$ cat src/rtl/si_req_pkg.sv
// si_req_pkg: shared types and constants for the SI-get request initiator.
//   - status codes reported on si_req_ctrl.status
//   - controller state enum
//   - request payload struct and the command-byte serialiser
package si_req_pkg;

    localparam int unsigned CMD_LEN    = 18;
    localparam int unsigned HDR_LEN    = 6;
    localparam int unsigned NULL_LEN   = 4;
    localparam logic [7:0]  NULL_BYTE  = 8'hFF;

    localparam int unsigned BYTE_CNT_W = 5;
    localparam int unsigned HDR_CNT_W  = 3;
    localparam int unsigned PAY_CNT_W  = 16;
    localparam int unsigned SEC_LEN_W  = 12;
    localparam int unsigned TICK_W     = 28;
    localparam int unsigned SEC_W      = 8;

    typedef enum logic [2:0] {
        STAT_OK      = 3'd0,
        STAT_NULL    = 3'd1,
        STAT_HDR_ERR = 3'd2,
        STAT_TIMEOUT = 3'd3,
        STAT_LEN_ERR = 3'd4
    } si_status_e;

    typedef enum logic [2:0] {
        IDLE       = 3'd0,
        CMD_SEND   = 3'd1,
        WAIT_REPLY = 3'd2,
        RX_HEAD    = 3'd3,
        DRAIN      = 3'd4,
        RX_DATA    = 3'd5,
        DONE       = 3'd6
    } si_state_e;

    typedef struct packed {
        logic [7:0]  cmd_no;
        logic [7:0]  reply;
        logic [15:0] pkt_no;
        logic [15:0] pkt_total;
        logic [7:0]  sfp_num;
        logic [31:0] ip;
        logic [15:0] port;
        logic [12:0] pid;
        logic [7:0]  table_id;
        logic [7:0]  sec_num;
        logic [7:0]  over_time;
    } si_req_t;

    // Byte idx of the 18-byte command frame; multi-byte fields go MSB first.
    function automatic logic [7:0] cmd_byte(input si_req_t r,
                                            input logic [BYTE_CNT_W-1:0] idx);
        logic [7:0] b;
        case (idx)
            5'd0:    b = r.cmd_no;
            5'd1:    b = r.reply;
            5'd2:    b = r.pkt_no[15:8];
            5'd3:    b = r.pkt_no[7:0];
            5'd4:    b = r.pkt_total[15:8];
            5'd5:    b = r.pkt_total[7:0];
            5'd6:    b = r.sfp_num;
            5'd7:    b = r.ip[31:24];
            5'd8:    b = r.ip[23:16];
            5'd9:    b = r.ip[15:8];
            5'd10:   b = r.ip[7:0];
            5'd11:   b = r.port[15:8];
            5'd12:   b = r.port[7:0];
            5'd13:   b = {3'b000, r.pid[12:8]};
            5'd14:   b = r.pid[7:0];
            5'd15:   b = r.table_id;
            5'd16:   b = r.sec_num;
            5'd17:   b = r.over_time;
            default: b = 8'h00;
        endcase
        return b;
    endfunction

endpackage

$ cat src/rtl/si_sec_timer.sv
// si_sec_timer: one-second tick generator plus saturating seconds counter.
//   i_clk      clock
//   i_rst      synchronous active-high reset
//   i_clr      clears tick and seconds counters
//   i_en       counting enable
//   o_sec_cnt  whole seconds elapsed since the last clear
module si_sec_timer
    import si_req_pkg::*;
#(
    parameter logic [TICK_W-1:0] ONE_SECOND_CNT = 28'h9502F90
) (
    input  logic             i_clk,
    input  logic             i_rst,
    input  logic             i_clr,
    input  logic             i_en,
    output logic [SEC_W-1:0] o_sec_cnt
);

    logic [TICK_W-1:0] r_tick_cnt;
    logic [SEC_W-1:0]  r_sec_cnt;

    // Tick counter wraps at ONE_SECOND_CNT; each wrap adds one second.
    always_ff @(posedge i_clk) begin
        if (i_rst || i_clr) begin
            r_tick_cnt <= '0;
            r_sec_cnt  <= '0;
        end else if (i_en) begin
            if (r_tick_cnt == ONE_SECOND_CNT) begin
                r_tick_cnt <= '0;
                if (r_sec_cnt != '1) begin
                    r_sec_cnt <= r_sec_cnt + SEC_W'(1);
                end
            end else begin
                r_tick_cnt <= r_tick_cnt + TICK_W'(1);
            end
        end
    end

    assign o_sec_cnt = r_sec_cnt;

endmodule

$ cat src/rtl/si_req_ctrl.sv
// si_req_ctrl: SI-get request initiator. Serialises an 18-byte request onto
// the responder command port, then parses the reply stream (header check,
// payload forwarding, null reply, watchdog) and reports one status per request.
// Optional feature macro: SI_REQ_LEN_CHECK_EN (section_length vs payload count).
// Ports:
//   clk, rst                     clock, synchronous active-high reset
//   req_start, req_*             request pulse and fields (sampled in IDLE)
//   con_dout, con_dout_en        command byte stream to the responder
//   si_din, si_din_en            reply byte stream from the responder
//   sec_dout, sec_dout_en        section payload bytes
//   sec_last                     marks the final payload byte
//   rsp_pkt_no, rsp_pkt_total    reply header fields, valid from done
//   done, status                 one-cycle completion pulse and status code
//   busy                         request in progress
module si_req_ctrl
    import si_req_pkg::*;
#(
    parameter logic [TICK_W-1:0] ONE_SECOND_CNT = 28'h9502F90,
    parameter int unsigned       WD_MARGIN      = 2
) (
    input  logic        clk,
    input  logic        rst,
    input  logic        req_start,
    input  logic [7:0]  req_cmd_no,
    input  logic [7:0]  req_reply,
    input  logic [15:0] req_pkt_no,
    input  logic [15:0] req_pkt_total,
    input  logic [7:0]  req_sfp_num,
    input  logic [31:0] req_ip,
    input  logic [15:0] req_port,
    input  logic [12:0] req_pid,
    input  logic [7:0]  req_table_id,
    input  logic [7:0]  req_sec_num,
    input  logic [7:0]  req_over_time,
    output logic [7:0]  con_dout,
    output logic        con_dout_en,
    input  logic [7:0]  si_din,
    input  logic        si_din_en,
    output logic [7:0]  sec_dout,
    output logic        sec_dout_en,
    output logic        sec_last,
    output logic [15:0] rsp_pkt_no,
    output logic [15:0] rsp_pkt_total,
    output logic        done,
    output logic [2:0]  status,
    output logic        busy
);

    si_state_e                   r_state, w_state;
    si_req_t                     r_req, w_req, w_req_in;
    logic [BYTE_CNT_W-1:0]       r_byte_cnt, w_byte_cnt;
    logic [HDR_LEN-1:0][7:0]     r_hdr, w_hdr;
    logic [HDR_CNT_W-1:0]        r_hdr_cnt, w_hdr_cnt;
    logic [7:0]                  r_hold, w_hold;
    logic                        r_hold_vld, w_hold_vld;
    logic [PAY_CNT_W-1:0]        r_pay_cnt, w_pay_cnt;
    logic                        r_din_en_d;
`ifdef SI_REQ_LEN_CHECK_EN
    logic [SEC_LEN_W-1:0]        r_sec_len, w_sec_len;
`endif

    logic [7:0]                  r_con_dout, w_con_dout;
    logic                        r_con_dout_en, w_con_dout_en;
    logic [7:0]                  r_sec_dout, w_sec_dout;
    logic                        r_sec_dout_en, w_sec_dout_en;
    logic                        r_sec_last, w_sec_last;
    logic [15:0]                 r_rsp_pkt_no, w_rsp_pkt_no;
    logic [15:0]                 r_rsp_pkt_total, w_rsp_pkt_total;
    logic                        r_done, w_done;
    si_status_e                  r_status, w_status;
    logic                        r_busy, w_busy;

    logic                        w_fin;
    si_status_e                  w_fin_status;
    logic [SEC_W-1:0]            w_sec_cnt;
    logic                        w_wd_hit;
    logic                        w_hdr_null;
    logic                        w_frame_rise;
    logic                        w_tmr_clr;
    logic                        w_tmr_en;

    assign w_req_in = '{
        cmd_no:    req_cmd_no,
        reply:     req_reply,
        pkt_no:    req_pkt_no,
        pkt_total: req_pkt_total,
        sfp_num:   req_sfp_num,
        ip:        req_ip,
        port:      req_port,
        pid:       req_pid,
        table_id:  req_table_id,
        sec_num:   req_sec_num,
        over_time: req_over_time
    };

    // Watchdog only counts while waiting for the first reply byte.
    assign w_tmr_clr = (r_state != WAIT_REPLY);
    assign w_tmr_en  = (r_state == WAIT_REPLY);

    si_sec_timer #(
        .ONE_SECOND_CNT (ONE_SECOND_CNT)
    ) u_sec_timer (
        .i_clk     (clk),
        .i_rst     (rst),
        .i_clr     (w_tmr_clr),
        .i_en      (w_tmr_en),
        .o_sec_cnt (w_sec_cnt)
    );

    // 9-bit compare so over_time near 255 cannot wrap into an early timeout.
    assign w_wd_hit = ({1'b0, w_sec_cnt} ==
                       (9'(r_req.over_time) + 9'(WD_MARGIN)));

    assign w_hdr_null = (r_hdr[0] == NULL_BYTE) && (r_hdr[1] == NULL_BYTE) &&
                        (r_hdr[2] == NULL_BYTE) && (r_hdr[3] == NULL_BYTE);

    // Only a rising edge starts a frame, so a frame already in flight is skipped.
    assign w_frame_rise = si_din_en && !r_din_en_d;

    // Next-state and next-output logic.
    always_comb begin
        w_state         = r_state;
        w_req           = r_req;
        w_byte_cnt      = r_byte_cnt;
        w_hdr           = r_hdr;
        w_hdr_cnt       = r_hdr_cnt;
        w_hold          = r_hold;
        w_hold_vld      = r_hold_vld;
        w_pay_cnt       = r_pay_cnt;
`ifdef SI_REQ_LEN_CHECK_EN
        w_sec_len       = r_sec_len;
`endif
        w_con_dout      = 8'h00;
        w_con_dout_en   = 1'b0;
        w_sec_dout      = 8'h00;
        w_sec_dout_en   = 1'b0;
        w_sec_last      = 1'b0;
        w_rsp_pkt_no    = r_rsp_pkt_no;
        w_rsp_pkt_total = r_rsp_pkt_total;
        w_done          = 1'b0;
        w_status        = r_status;
        w_fin           = 1'b0;
        w_fin_status    = STAT_OK;

        case (r_state)
            IDLE: begin
                if (req_start) begin
                    w_req         = w_req_in;
                    w_con_dout    = cmd_byte(w_req_in, BYTE_CNT_W'(0));
                    w_con_dout_en = 1'b1;
                    w_byte_cnt    = BYTE_CNT_W'(1);
                    w_hdr         = '0;
                    w_hdr_cnt     = '0;
                    w_hold_vld    = 1'b0;
                    w_pay_cnt     = '0;
`ifdef SI_REQ_LEN_CHECK_EN
                    w_sec_len     = '0;
`endif
                    w_state       = CMD_SEND;
                end
            end

            CMD_SEND: begin
                w_con_dout    = cmd_byte(r_req, r_byte_cnt);
                w_con_dout_en = 1'b1;
                w_byte_cnt    = r_byte_cnt + BYTE_CNT_W'(1);
                if (r_byte_cnt == BYTE_CNT_W'(CMD_LEN - 1)) begin
                    w_state = WAIT_REPLY;
                end
            end

            WAIT_REPLY: begin
                // A reply byte in the watchdog-hit cycle takes priority.
                if (w_frame_rise) begin
                    w_hdr[0]  = si_din;
                    w_hdr_cnt = HDR_CNT_W'(1);
                    w_state   = RX_HEAD;
                end else if (w_wd_hit) begin
                    w_fin        = 1'b1;
                    w_fin_status = STAT_TIMEOUT;
                end
            end

            RX_HEAD: begin
                if (si_din_en) begin
                    w_hdr[r_hdr_cnt] = si_din;
                    w_hdr_cnt        = r_hdr_cnt + HDR_CNT_W'(1);
                    if (r_hdr_cnt == HDR_CNT_W'(HDR_LEN - 1)) begin
                        w_state = (r_hdr[0] != r_req.cmd_no) ? DRAIN : RX_DATA;
                    end
                end else begin
                    w_fin        = 1'b1;
                    w_fin_status = ((r_hdr_cnt == HDR_CNT_W'(NULL_LEN)) && w_hdr_null)
                                   ? STAT_NULL : STAT_HDR_ERR;
                end
            end

            DRAIN: begin
                if (!si_din_en) begin
                    w_fin        = 1'b1;
                    w_fin_status = STAT_HDR_ERR;
                end
            end

            RX_DATA: begin
                // One-byte hold lets the final byte carry sec_last.
                if (si_din_en) begin
                    if (r_hold_vld) begin
                        w_sec_dout    = r_hold;
                        w_sec_dout_en = 1'b1;
                    end
                    w_hold     = si_din;
                    w_hold_vld = 1'b1;
                    w_pay_cnt  = r_pay_cnt + PAY_CNT_W'(1);
`ifdef SI_REQ_LEN_CHECK_EN
                    if (r_pay_cnt == PAY_CNT_W'(1)) begin
                        w_sec_len[11:8] = si_din[3:0];
                    end
                    if (r_pay_cnt == PAY_CNT_W'(2)) begin
                        w_sec_len[7:0] = si_din;
                    end
`endif
                end else begin
                    if (r_hold_vld) begin
                        w_sec_dout    = r_hold;
                        w_sec_dout_en = 1'b1;
                        w_sec_last    = 1'b1;
                    end
                    w_hold_vld = 1'b0;
                    w_fin      = 1'b1;
`ifdef SI_REQ_LEN_CHECK_EN
                    // A header-only reply carries no section, so nothing to check.
                    if ((r_pay_cnt != '0) &&
                        (r_pay_cnt != (PAY_CNT_W'(r_sec_len) + PAY_CNT_W'(3)))) begin
                        w_fin_status = STAT_LEN_ERR;
                    end else begin
                        w_fin_status = STAT_OK;
                    end
`else
                    w_fin_status = STAT_OK;
`endif
                end
            end

            DONE: begin
                w_state = IDLE;
            end

            default: begin
                w_state = IDLE;
            end
        endcase

        if (w_fin) begin
            w_state         = DONE;
            w_done          = 1'b1;
            w_status        = w_fin_status;
            w_rsp_pkt_no    = {r_hdr[2], r_hdr[3]};
            w_rsp_pkt_total = {r_hdr[4], r_hdr[5]};
        end

        w_busy = (w_state != IDLE);
    end

    // State, datapath and output registers.
    always_ff @(posedge clk) begin
        if (rst) begin
            r_state         <= IDLE;
            r_req           <= '0;
            r_byte_cnt      <= '0;
            r_hdr           <= '0;
            r_hdr_cnt       <= '0;
            r_hold          <= '0;
            r_hold_vld      <= 1'b0;
            r_pay_cnt       <= '0;
            r_din_en_d      <= 1'b0;
`ifdef SI_REQ_LEN_CHECK_EN
            r_sec_len       <= '0;
`endif
            r_con_dout      <= '0;
            r_con_dout_en   <= 1'b0;
            r_sec_dout      <= '0;
            r_sec_dout_en   <= 1'b0;
            r_sec_last      <= 1'b0;
            r_rsp_pkt_no    <= '0;
            r_rsp_pkt_total <= '0;
            r_done          <= 1'b0;
            r_status        <= STAT_OK;
            r_busy          <= 1'b0;
        end else begin
            r_state         <= w_state;
            r_req           <= w_req;
            r_byte_cnt      <= w_byte_cnt;
            r_hdr           <= w_hdr;
            r_hdr_cnt       <= w_hdr_cnt;
            r_hold          <= w_hold;
            r_hold_vld      <= w_hold_vld;
            r_pay_cnt       <= w_pay_cnt;
            r_din_en_d      <= si_din_en;
`ifdef SI_REQ_LEN_CHECK_EN
            r_sec_len       <= w_sec_len;
`endif
            r_con_dout      <= w_con_dout;
            r_con_dout_en   <= w_con_dout_en;
            r_sec_dout      <= w_sec_dout;
            r_sec_dout_en   <= w_sec_dout_en;
            r_sec_last      <= w_sec_last;
            r_rsp_pkt_no    <= w_rsp_pkt_no;
            r_rsp_pkt_total <= w_rsp_pkt_total;
            r_done          <= w_done;
            r_status        <= w_status;
            r_busy          <= w_busy;
        end
    end

    assign con_dout      = r_con_dout;
    assign con_dout_en   = r_con_dout_en;
    assign sec_dout      = r_sec_dout;
    assign sec_dout_en   = r_sec_dout_en;
    assign sec_last      = r_sec_last;
    assign rsp_pkt_no    = r_rsp_pkt_no;
    assign rsp_pkt_total = r_rsp_pkt_total;
    assign done          = r_done;
    assign status        = r_status;
    assign busy          = r_busy;

endmodule
$ cat config.mk
export PLATFORM = sky130hd
export DESIGN_NAME = si_req_ctrl
export DESIGN_NICKNAME = d
export VERILOG_FILES = /design/src/rtl/si_req_pkg.sv /design/src/rtl/si_sec_timer.sv /design/src/rtl/si_req_ctrl.sv
export SDC_FILE = /design/constraint.sdc
export NUM_CORES = 1
export LEC_CHECK = 0
export CORE_UTILIZATION = 40
export CTS_CLUSTER_DIAMETER = 40
export CTS_CLUSTER_SIZE = 25
export DETAILED_ROUTE_END_ITERATION = 10
export GPL_TIMING_DRIVEN = 0
export PLACE_DENSITY = 0.59
export SLEW_MARGIN = 20
export SYNTH_ARGS = -nofsm -noshare
export SYNTH_HDL_FRONTEND = slang
export SYNTH_HIERARCHICAL = 1
export SYNTH_SLANG_ARGS = --single-unit
$ cat constraint.sdc
create_clock -name clk -period 2.7 [get_ports clk]
set_clock_uncertainty 0.05 [all_clocks]
set_input_delay 0.27 -clock clk [delete_from_list [all_inputs] [get_ports clk]]
set_output_delay 0.27 -clock clk [all_outputs]
set_load 0.01 [all_outputs]
==> results of run 1 <==
==> worst paths after layout <==
| kind | from | end | slack, ps | cells after the start |
|---|---|---|---|---|
| hold / removal | req_pid[5] | r_req[29] | 220 | 3 |
| setup reg to reg | r_byte_cnt[2] | con_dout[1] | -20 | 7 |
| setup / recovery | r_byte_cnt[2] | con_dout[1] | -20 | 7 |
| hold reg to reg | r_hold[0] | r_hold[0] | 400 | 2 |
==> per-stage QoR <==
step	power, mW	instance area (µm²)	utilization	instances
after detailed placement	5.88	16500	0.489	2360
after global placement	5.87	16500	0.489	2360
after CTS	12.1	18200	0.538	2439
after floorplan	5.32	13900	-	1705
after global routing	12.4	18200	0.539	2440
final	12.0	18200	0.539	2440
==> cell usage in the layout (no fill, tap or decap), types with 8 or more instances in the layout <==
cell type	instances
sky130_fd_sc_hd__nand2_1	336
sky130_fd_sc_hd__dfxtp_1	301
sky130_fd_sc_hd__clkdlybuf4s50_1	207
sky130_fd_sc_hd__a21oi_1	185
sky130_fd_sc_hd__nor2_1	106
sky130_fd_sc_hd__a22oi_1	100
sky130_fd_sc_hd__nand3_1	78
sky130_fd_sc_hd__clkbuf_1	62
sky130_fd_sc_hd__nand4_1	60
sky130_fd_sc_hd__clkbuf_16	45
sky130_fd_sc_hd__nor2b_1	44
sky130_fd_sc_hd__buf_2	39
sky130_fd_sc_hd__nor3b_1	37
sky130_fd_sc_hd__xor2_1	30
sky130_fd_sc_hd__o21ai_1	30
sky130_fd_sc_hd__inv_1	18
sky130_fd_sc_hd__and2_1	18
sky130_fd_sc_hd__and3_1	14
sky130_fd_sc_hd__mux2_2	13
sky130_fd_sc_hd__xnor2_1	11
sky130_fd_sc_hd__nor3_1	11
sky130_fd_sc_hd__ha_1	11
sky130_fd_sc_hd__o21ai_0	10
sky130_fd_sc_hd__a22o_1	10
sky130_fd_sc_hd__buf_6	9
sky130_fd_sc_hd__mux2i_1	9
sky130_fd_sc_hd__bufinv_16	9
sky130_fd_sc_hd__clkbuf_2	8
==> flip-flops by register name, summed over array words and instances (netlist names), 2 cells and up <==
register and flops:
r_state 3, rsp_pkt_total 16, con_dout 8, u_sec_timer/r_tick_cnt 28, r_byte_cnt 5, r_hdr 48
sec_dout 8, u_sec_timer/o_sec_cnt 8, status 2, r_req 141, r_hold 8, r_hdr_cnt 3
rsp_pkt_no 16
==> routing by layer <==
metal,share of wire,track usage,vias to the layer above
li1,-,-,6579
met1,0.46,0.383,6514
met2,0.45,0.432,526
met3,0.072,0.0497,76
met4,0.022,0.0676,0
met5,0,0,-
==> repair_timing <==
item,in CTS,in global routing
buffers inserted,0,2
cloned,0,0
gates resized for setup,21,16
hold buffers,0,0
setup endpoints to repair,178,82
hold endpoints to repair,0,0
pin swaps,0,2
==> cell families after synthesis <==
family          Yosys count  synth area share
mux                      24            0.0202
fa+ha+maj                12            0.0108
flops                   301             0.433
simple gates            769             0.275
compound gates          410             0.187
other cells               1          0.000269
xor+xnor                 41            0.0258
buf+inv                 147            0.0485
==> cell type report <==
type | count | area [µm²] | share of cell area
inverter | 18 | 67.6 | 0.00370
timing repair buffer | 209 | 2090 | 0.114
sequential | 301 | 6030 | 0.330
clock inverter | 29 | 423 | 0.0232
multi-input combinational | 1257 | 7290 | 0.399
tap | 448 | 561 | 0.0307
clock buffer | 51 | 1170 | 0.0640
buffer | 127 | 626 | 0.0343
==> power by group <==
part	switching, mW	total [mW]	internal [mW]
combinational	0.645	1.10	0.451
clock	2.20	6.20	4.00
sequential	0.136	4.73	4.59
==> worst register-to-register path: cells and delay by family, from the launching register on <==
kind	cells	cell delay (ps)
buffers and inverters	3	870
flip-flops	1	390
adder cells (fa/ha/maj)	1	270
AO/OA/AOI/OAI	2	720
AND/OR/NAND/NOR	1	260
==> cells in the mapped netlist, types with 7 or more instances <==
cell type | instances | share of area
sky130_fd_sc_hd__buf_2 | 38 | 0.014
sky130_fd_sc_hd__xnor2_1 | 11 | 0.0069
sky130_fd_sc_hd__nor3_1 | 11 | 0.0040
sky130_fd_sc_hd__buf_6 | 9 | 0.0073
sky130_fd_sc_hd__nor4_1 | 7 | 0.0031
sky130_fd_sc_hd__mux2i_1 | 9 | 0.0065
sky130_fd_sc_hd__nor3b_1 | 37 | 0.020
sky130_fd_sc_hd__nand2b_1 | 7 | 0.0031
sky130_fd_sc_hd__nand4_1 | 60 | 0.027
sky130_fd_sc_hd__mux2_2 | 13 | 0.011
sky130_fd_sc_hd__nor2_1 | 106 | 0.029
sky130_fd_sc_hd__o21ai_1 | 30 | 0.011
sky130_fd_sc_hd__buf_1 | 10 | 0.0027
sky130_fd_sc_hd__inv_1 | 18 | 0.0049
sky130_fd_sc_hd__a22oi_1 | 101 | 0.054
sky130_fd_sc_hd__clkbuf_1 | 70 | 0.019
sky130_fd_sc_hd__nand3_1 | 78 | 0.028
sky130_fd_sc_hd__nand2_1 | 336 | 0.091
sky130_fd_sc_hd__a21oi_1 | 185 | 0.067
sky130_fd_sc_hd__and2_1 | 18 | 0.0081
sky130_fd_sc_hd__and3_1 | 14 | 0.0063
sky130_fd_sc_hd__xor2_1 | 30 | 0.019
sky130_fd_sc_hd__nor2b_1 | 44 | 0.020
sky130_fd_sc_hd__or3_1 | 7 | 0.0031
sky130_fd_sc_hd__ha_1 | 12 | 0.011
sky130_fd_sc_hd__o21ai_0 | 10 | 0.0036
sky130_fd_sc_hd__a22o_1 | 10 | 0.0063
sky130_fd_sc_hd__dfxtp_1 | 301 | 0.43
==> flow_results.org, run 1 <==
** Critical path
- Worst Path Class, Setup :: reg2reg
- Among all stages on the critical path, the largest delay is contributed by sky130_fd_sc_hd__a211oi_1.
- CP Launch Type :: flip-flop
- The most numerous cell type found on the critical path is sky130_fd_sc_hd__buf_2.
- CP Data Required Time :: 3040 ps
- Cell-by-cell listing of the critical path :: buf_2 > buf_4 > buf_2 > and3_1 > ha_4 > o31ai_4 > a211oi_1
- Together, buffers and inverters on the worst path number 3.
- Kind of end point of the critical path :: flip-flop
- Critical Path Fanout Max :: 10
- For the worst setup path, the data arrival time is around 3000 ps.
- CP peak stage delay :: 520 ps
- Broken down by cell family, the worst path's largest delay share belongs to buffers and inverters.

** Timing
- Finish-stage setup viols :: 1
- Post-Route Hold Slack :: between 200 and 250 ps
- Clock period minus worst slack :: about 2700 ps
- Final critical-path setup slack :: -17.5 ps
- Adding up every negative setup slack in the final design gives -17.5 ps.
- Headroom to the max-slew limit came out at 0.320.
- Hold Fails Final Rpt :: 0
- Worst slew pin tran :: ~1000 ps
- The count of pins over their slew limit is 0.
- Fmax achieved :: 368 MHz
- Of the available clock period, the critical path in the final layout requires 1.01.

** Detailed routing
- Using the TritonRoute via totals, the vias-per-cell ratio works out to ~5.6.
- After detailed routing, the number of remaining DRC violations is 0.
- The pre-antenna-repair detailed-routing pass consisted of 5 iterations.
- Vias post-DR :: 13.7k
- Wires add up to a little under 50000 µm.
- Initial DRC count :: roughly 1.1k
- Routed length per placed instance :: roughly 20 µm
- Once detail routing completed, the nets flagged for antenna violations numbered 0.

** Placed design
- Port buffering added roughly 210 buffers.
- Post-Place Worst Slack :: -1120 ps
- Detailed placement ended at an HPWL of between 30000 and 40000 µm.
- Routability congestion estimate :: roughly 0.95

** Synthesis
- Yosys cell types :: between 80 and 90
- Counting every instance in the synthesized netlist gives approximately 1.7k.
- Net count after synthesis :: ~1.9k
- Summing every instance area after synthesis gives ~14000 µm².
- Avg Cell Area, Syn :: 8.16 µm²
- Synthesis inferred 301 register bits.
- Flip-flop cell with the highest count after synthesis :: sky130_fd_sc_hd__dfxtp_1
- Synth Warn # :: 6
- Yosys mapped a number of flops with a built-in enable equal to 0.
- Async SR Flop Fraction :: 0
- Sequential fraction of the synthesis area :: 0.433

** Layout
- Fraction of final layout cells sized beyond drive strength 1 :: 0.0979
- Count of antenna diodes in the layout :: 0
- Number of fillers in the final layout :: approximately 3.2k
- Final-stage net count :: roughly 2.1k
- The area growth from synthesis to layout is 31.1%.

** Floorplanning
- Standard-cell rows :: 67
- For this configuration, the core starts out at a cell density of 0.411.
- Die Y :: about 190 µm
- The region available for standard cell placement spans 33900 µm².
- The floorplan step defined a die boundary enclosing between 30000 and 40000 µm².
- The die is around 190 µm wide.
- Number of primary I/O pins :: approximately 210

** GRT
- The number of global-route vias before repair came to 13.0k.
- For this run the aggregate overflow at the end of global routing stands at 0.
- Antenna violations before repair :: 0
- Largest net degree at the start of global routing :: 13
- Combined global-route utilization of all metal layers :: 0.273
- First-pass GRT wire length :: approximately 75000 µm

** Pwr
- Dividing total power by cell area gives a power density of approximately 660 nW/µm².
- Leak pwr :: approximately 6.6 nW
- IR analysis of the VDD net gives a maximum drop of approximately 620 µV.

** Outcome
- The checks that failed: setup timing.
- Result of the run :: complete, but fails checks

** CTS
- The H-tree was split into 2 levels.
- Clock tree sinks :: about 300
- Number of buffers created by CTS :: 44
- CTS Root Cell :: sky130_fd_sc_hd__clkbuf_16
- Clock latency on the worst-skew pair, taken at its later pin, is 550 ps.
- Clock tree from TritonCTS :: built
- Clock-pin slew was measured on the worst setup and hold paths at 60 ps.
- The longest clock path from root to sink contains 3 buffers.

** Run
- Max-cap violations in this run came to 0.

** Worst hold path
- In this run the worst hold path is classified as in2reg.
No activity file was read; power rests on OpenSTA's default activity.
==> run 2, diff against run 1 <==
--- a/config.mk
+++ b/config.mk
@@ -10,7 +10,7 @@
 export CTS_CLUSTER_SIZE = 25
 export DETAILED_ROUTE_END_ITERATION = 10
 export GPL_TIMING_DRIVEN = 0
-export PLACE_DENSITY = 0.59
+export PLACE_DENSITY = 0.61
 export SLEW_MARGIN = 20
 export SYNTH_ARGS = -nofsm -noshare
 export SYNTH_HDL_FRONTEND = slang
==> constraint.sdc (replaced) <==
create_clock -name clk -period 2.5 [get_ports clk]
set_clock_uncertainty 0.05 [all_clocks]
set_input_delay 0.25 -clock clk [delete_from_list [all_inputs] [get_ports clk]]
set_output_delay 0.25 -clock clk [all_outputs]
set_load 0.01 [all_outputs]
==> flow_results.org, run 2 (synthesized netlist as in run 1, its figures left out) <==
** Outcome
- The run finished with clean final reports.

** Timing
- At the pin with the least slew margin, the transition time is approximately 990 ps.
- Portion of the clock cycle consumed by the worst path in the final layout :: 0.957
- Setup TNS :: 0 ps
- The count of pins over their slew limit is 0.
- Based on the critical path, the design can be clocked at up to between 400 and 500 MHz.
- Final critical-path setup slack :: approximately 110 ps
- Post-Route Hold Slack :: 195 ps
- Finish-stage setup viols :: 0
- Setup repair after global routing missed its margin :: false
- The worst path needs approximately 2400 ps of the cycle, external delays included.
- Headroom to the max-slew limit came out at 0.333.
- Hold Fails Final Rpt :: 0

** Layout
- Count of antenna diodes in the layout :: 0
- In the final layout, the registers with the most flip-flops are r_req (141), r_hdr (48), u_sec_timer/r_tick_cnt (28).
- Finished Cell Area :: ~18000 µm²
- The library cell used most frequently in the layout, excluding fill and tap cells, is sky130_fd_sc_hd__nand2_1.
- Register with the most flip-flops :: r_req
- Area of the multi-input gates :: about 7300 µm²
- Synthesis-to-finish area growth :: 32.0%
- Number of flip-flops in the largest register :: roughly 140
- Register Area :: 6030 µm²
- Number of fillers in the final layout :: about 3.3k
- In the final design database the tool counted roughly 2.1k nets.
- Commonest cells after routing, fill and taps aside :: sky130_fd_sc_hd__nand2_1 (336), sky130_fd_sc_hd__dfxtp_1 (297), sky130_fd_sc_hd__clkdlybuf4s50_1 (207)
- Once layout is complete, the cells apart from fillers number roughly 2.4k.
- Fraction of final layout cells sized beyond drive strength 1 :: 0.110

** Floorplanning
- The floorplan step set the die width to 189 µm.
- Core Box Area :: ~34000 µm²
- Standard-cell rows :: 67
- The floorplan step defined a die boundary enclosing 35500 µm².
- In this run the count of I/O pins placed on the die edge is around 210.
- For this configuration, the core starts out at a cell density of 0.411.
- Die Y :: 189 µm

** CTS
- Clock tree synthesis selected as its root buffer the cell sky130_fd_sc_hd__clkbuf_16.
- Clock tree from TritonCTS :: built
- Number of buffers created by CTS :: between 40 and 50
- The clock reaches the later pin of the worst-skew pair after 550 ps.
- The H-tree was split into 2 levels.
- Clock tree sinks :: 301
- The number of hold buffers added after CTS was 0.
- Maximum root-to-sink buffer count :: 3
- Clock-pin slew was measured on the worst setup and hold paths at around 70 ps.

** Critical path
- STA puts the critical path data arrival time at roughly 2800 ps.
- Worst Path Class, Setup :: reg2reg
- STA puts the critical path data required time at roughly 2900 ps.
- Critical Path Fanout Max :: 10
- CP Launch Type :: flip-flop
- Kind of end point of the critical path :: flip-flop

** GRT
- First-pass GRT wire length :: approximately 75000 µm
- Combined global-route utilization of all metal layers :: 0.271
- Summed over all layers, the global routing overflow is 0.
- The number of global-route vias before repair came to about 13k.
- Largest net degree at the start of global routing :: 16
- The initial antenna violation count was 0.

** Detailed routing
- For this block, the initial DRC count from the detailed router was between 1k and 1.5k.
- The routed design has roughly 50000 µm of wire.
- Using the TritonRoute via totals, the vias-per-cell ratio works out to around 5.6.
- Once detail routing completed, the nets flagged for antenna violations numbered 0.
- The first detailed-routing pass took 5 iterations.
- For this block, the via count after detailed routing is roughly 14k.
- After detailed routing, the number of remaining DRC violations is 0.
- Routed length per placed instance :: roughly 20 µm

** Pwr
- Across the VDD grid, the largest voltage drop is between 400 and 500 µV.
- Cell area power density :: 701 nW/µm²
- The analysis attributes to cell leakage a power of 6.64 nW.

** Worst hold path
- HP Class :: in2reg

** Placed design
- Instance area after placement :: about 17000 µm²
- Routability congestion estimate :: ~0.95
- Post-Place Worst Slack :: -1280 ps
- HPWL after DPL :: about 37000 µm
- After detailed placement, the design holds a cell count of between 2k and 2.5k.
- Port bufs :: a little over 200

** Run
- Across the run, the number of max-cap violations was 0.
run 2: cell count changes in the layout (fill, tap and decap cells not counted), moves of 3 or more:
cell | previous run | this run
sky130_fd_sc_hd__clkinv_2 | 6 | 3
sky130_fd_sc_hd__clkbuf_1 | 62 | 57
sky130_fd_sc_hd__bufinv_16 | 9 | 6
sky130_fd_sc_hd__dfxtp_1 | 301 | 297
sky130_fd_sc_hd__inv_6 | 5 | 9
sky130_fd_sc_hd__buf_2 | 39 | 35
sky130_fd_sc_hd__dfxtp_2 | 0 | 4
sky130_fd_sc_hd__buf_4 | 5 | 13
run 2: critical path, cell delays in order, from the launching register on:
cell and delay [ps]:
sky130_fd_sc_hd__dfxtp_1 300, sky130_fd_sc_hd__buf_2 170, sky130_fd_sc_hd__buf_2 260, sky130_fd_sc_hd__buf_2 290, sky130_fd_sc_hd__and3_1 240, sky130_fd_sc_hd__ha_4 260, sky130_fd_sc_hd__a222oi_1 130, sky130_fd_sc_hd__a21boi_0 190
sky130_fd_sc_hd__a221oi_4 370
run 2: power breakdown:
part           internal (mW)  leakage, nW  switching, mW
clock network           4.05        0.763           2.51
logic                  0.505         3.42          0.704
registers               4.96         2.45          0.147
total                   9.51         6.64           3.36
run 2: worst paths after layout:
| path | cells past startpoint | from | slack [ps] | to |
|---|---|---|---|---|
| hold reg to reg | 2 | r_hold[1] | 400 | r_hold[1] |
| hold / removal | 3 | req_port[12] | 200 | r_req[49] |
| setup reg to reg | 8 | r_byte_cnt[3] | 110 | con_dout[0] |
| setup / recovery | 8 | r_byte_cnt[3] | 110 | con_dout[0] |
run 2: final cells by class:
cell class                      count  share of cell area
Multi-Input combinational cell   1257               0.400
Sequential cell                   301               0.328
Timing Repair Buffer              215               0.117
Clock buffer                       48              0.0625
Buffer                            127              0.0358
Tap cell                          448              0.0305
Clock inverter                     32              0.0230
Inverter                           18             0.00368
run 2: layer usage:
metal	wire length [µm]	up-vias	GRT usage	share of wire
met5	0	-	0	0
met4	1300	0	0.0841	0.027
met3	3410	89	0.0443	0.070
met2	21900	554	0.424	0.45
met1	22300	6484	0.381	0.46
li1	-	6594	-	-
run 2: timing repair:
| action | in CTS | in global routing |
|---|---|---|
| endpoints found under the setup margin | 202 | 98 |
| resized for setup | 35 | 33 |
| pin swaps | 3 | 5 |
| setup buffers | 4 | 4 |
run 2: stage by stage:
step	utilization	total power [mW]
after floorplan	-	5.74
after global placement	0.489	6.34
after detailed placement	0.489	6.35
after CTS	0.539	12.9
after global routing	0.542	13.3
final	0.542	12.9
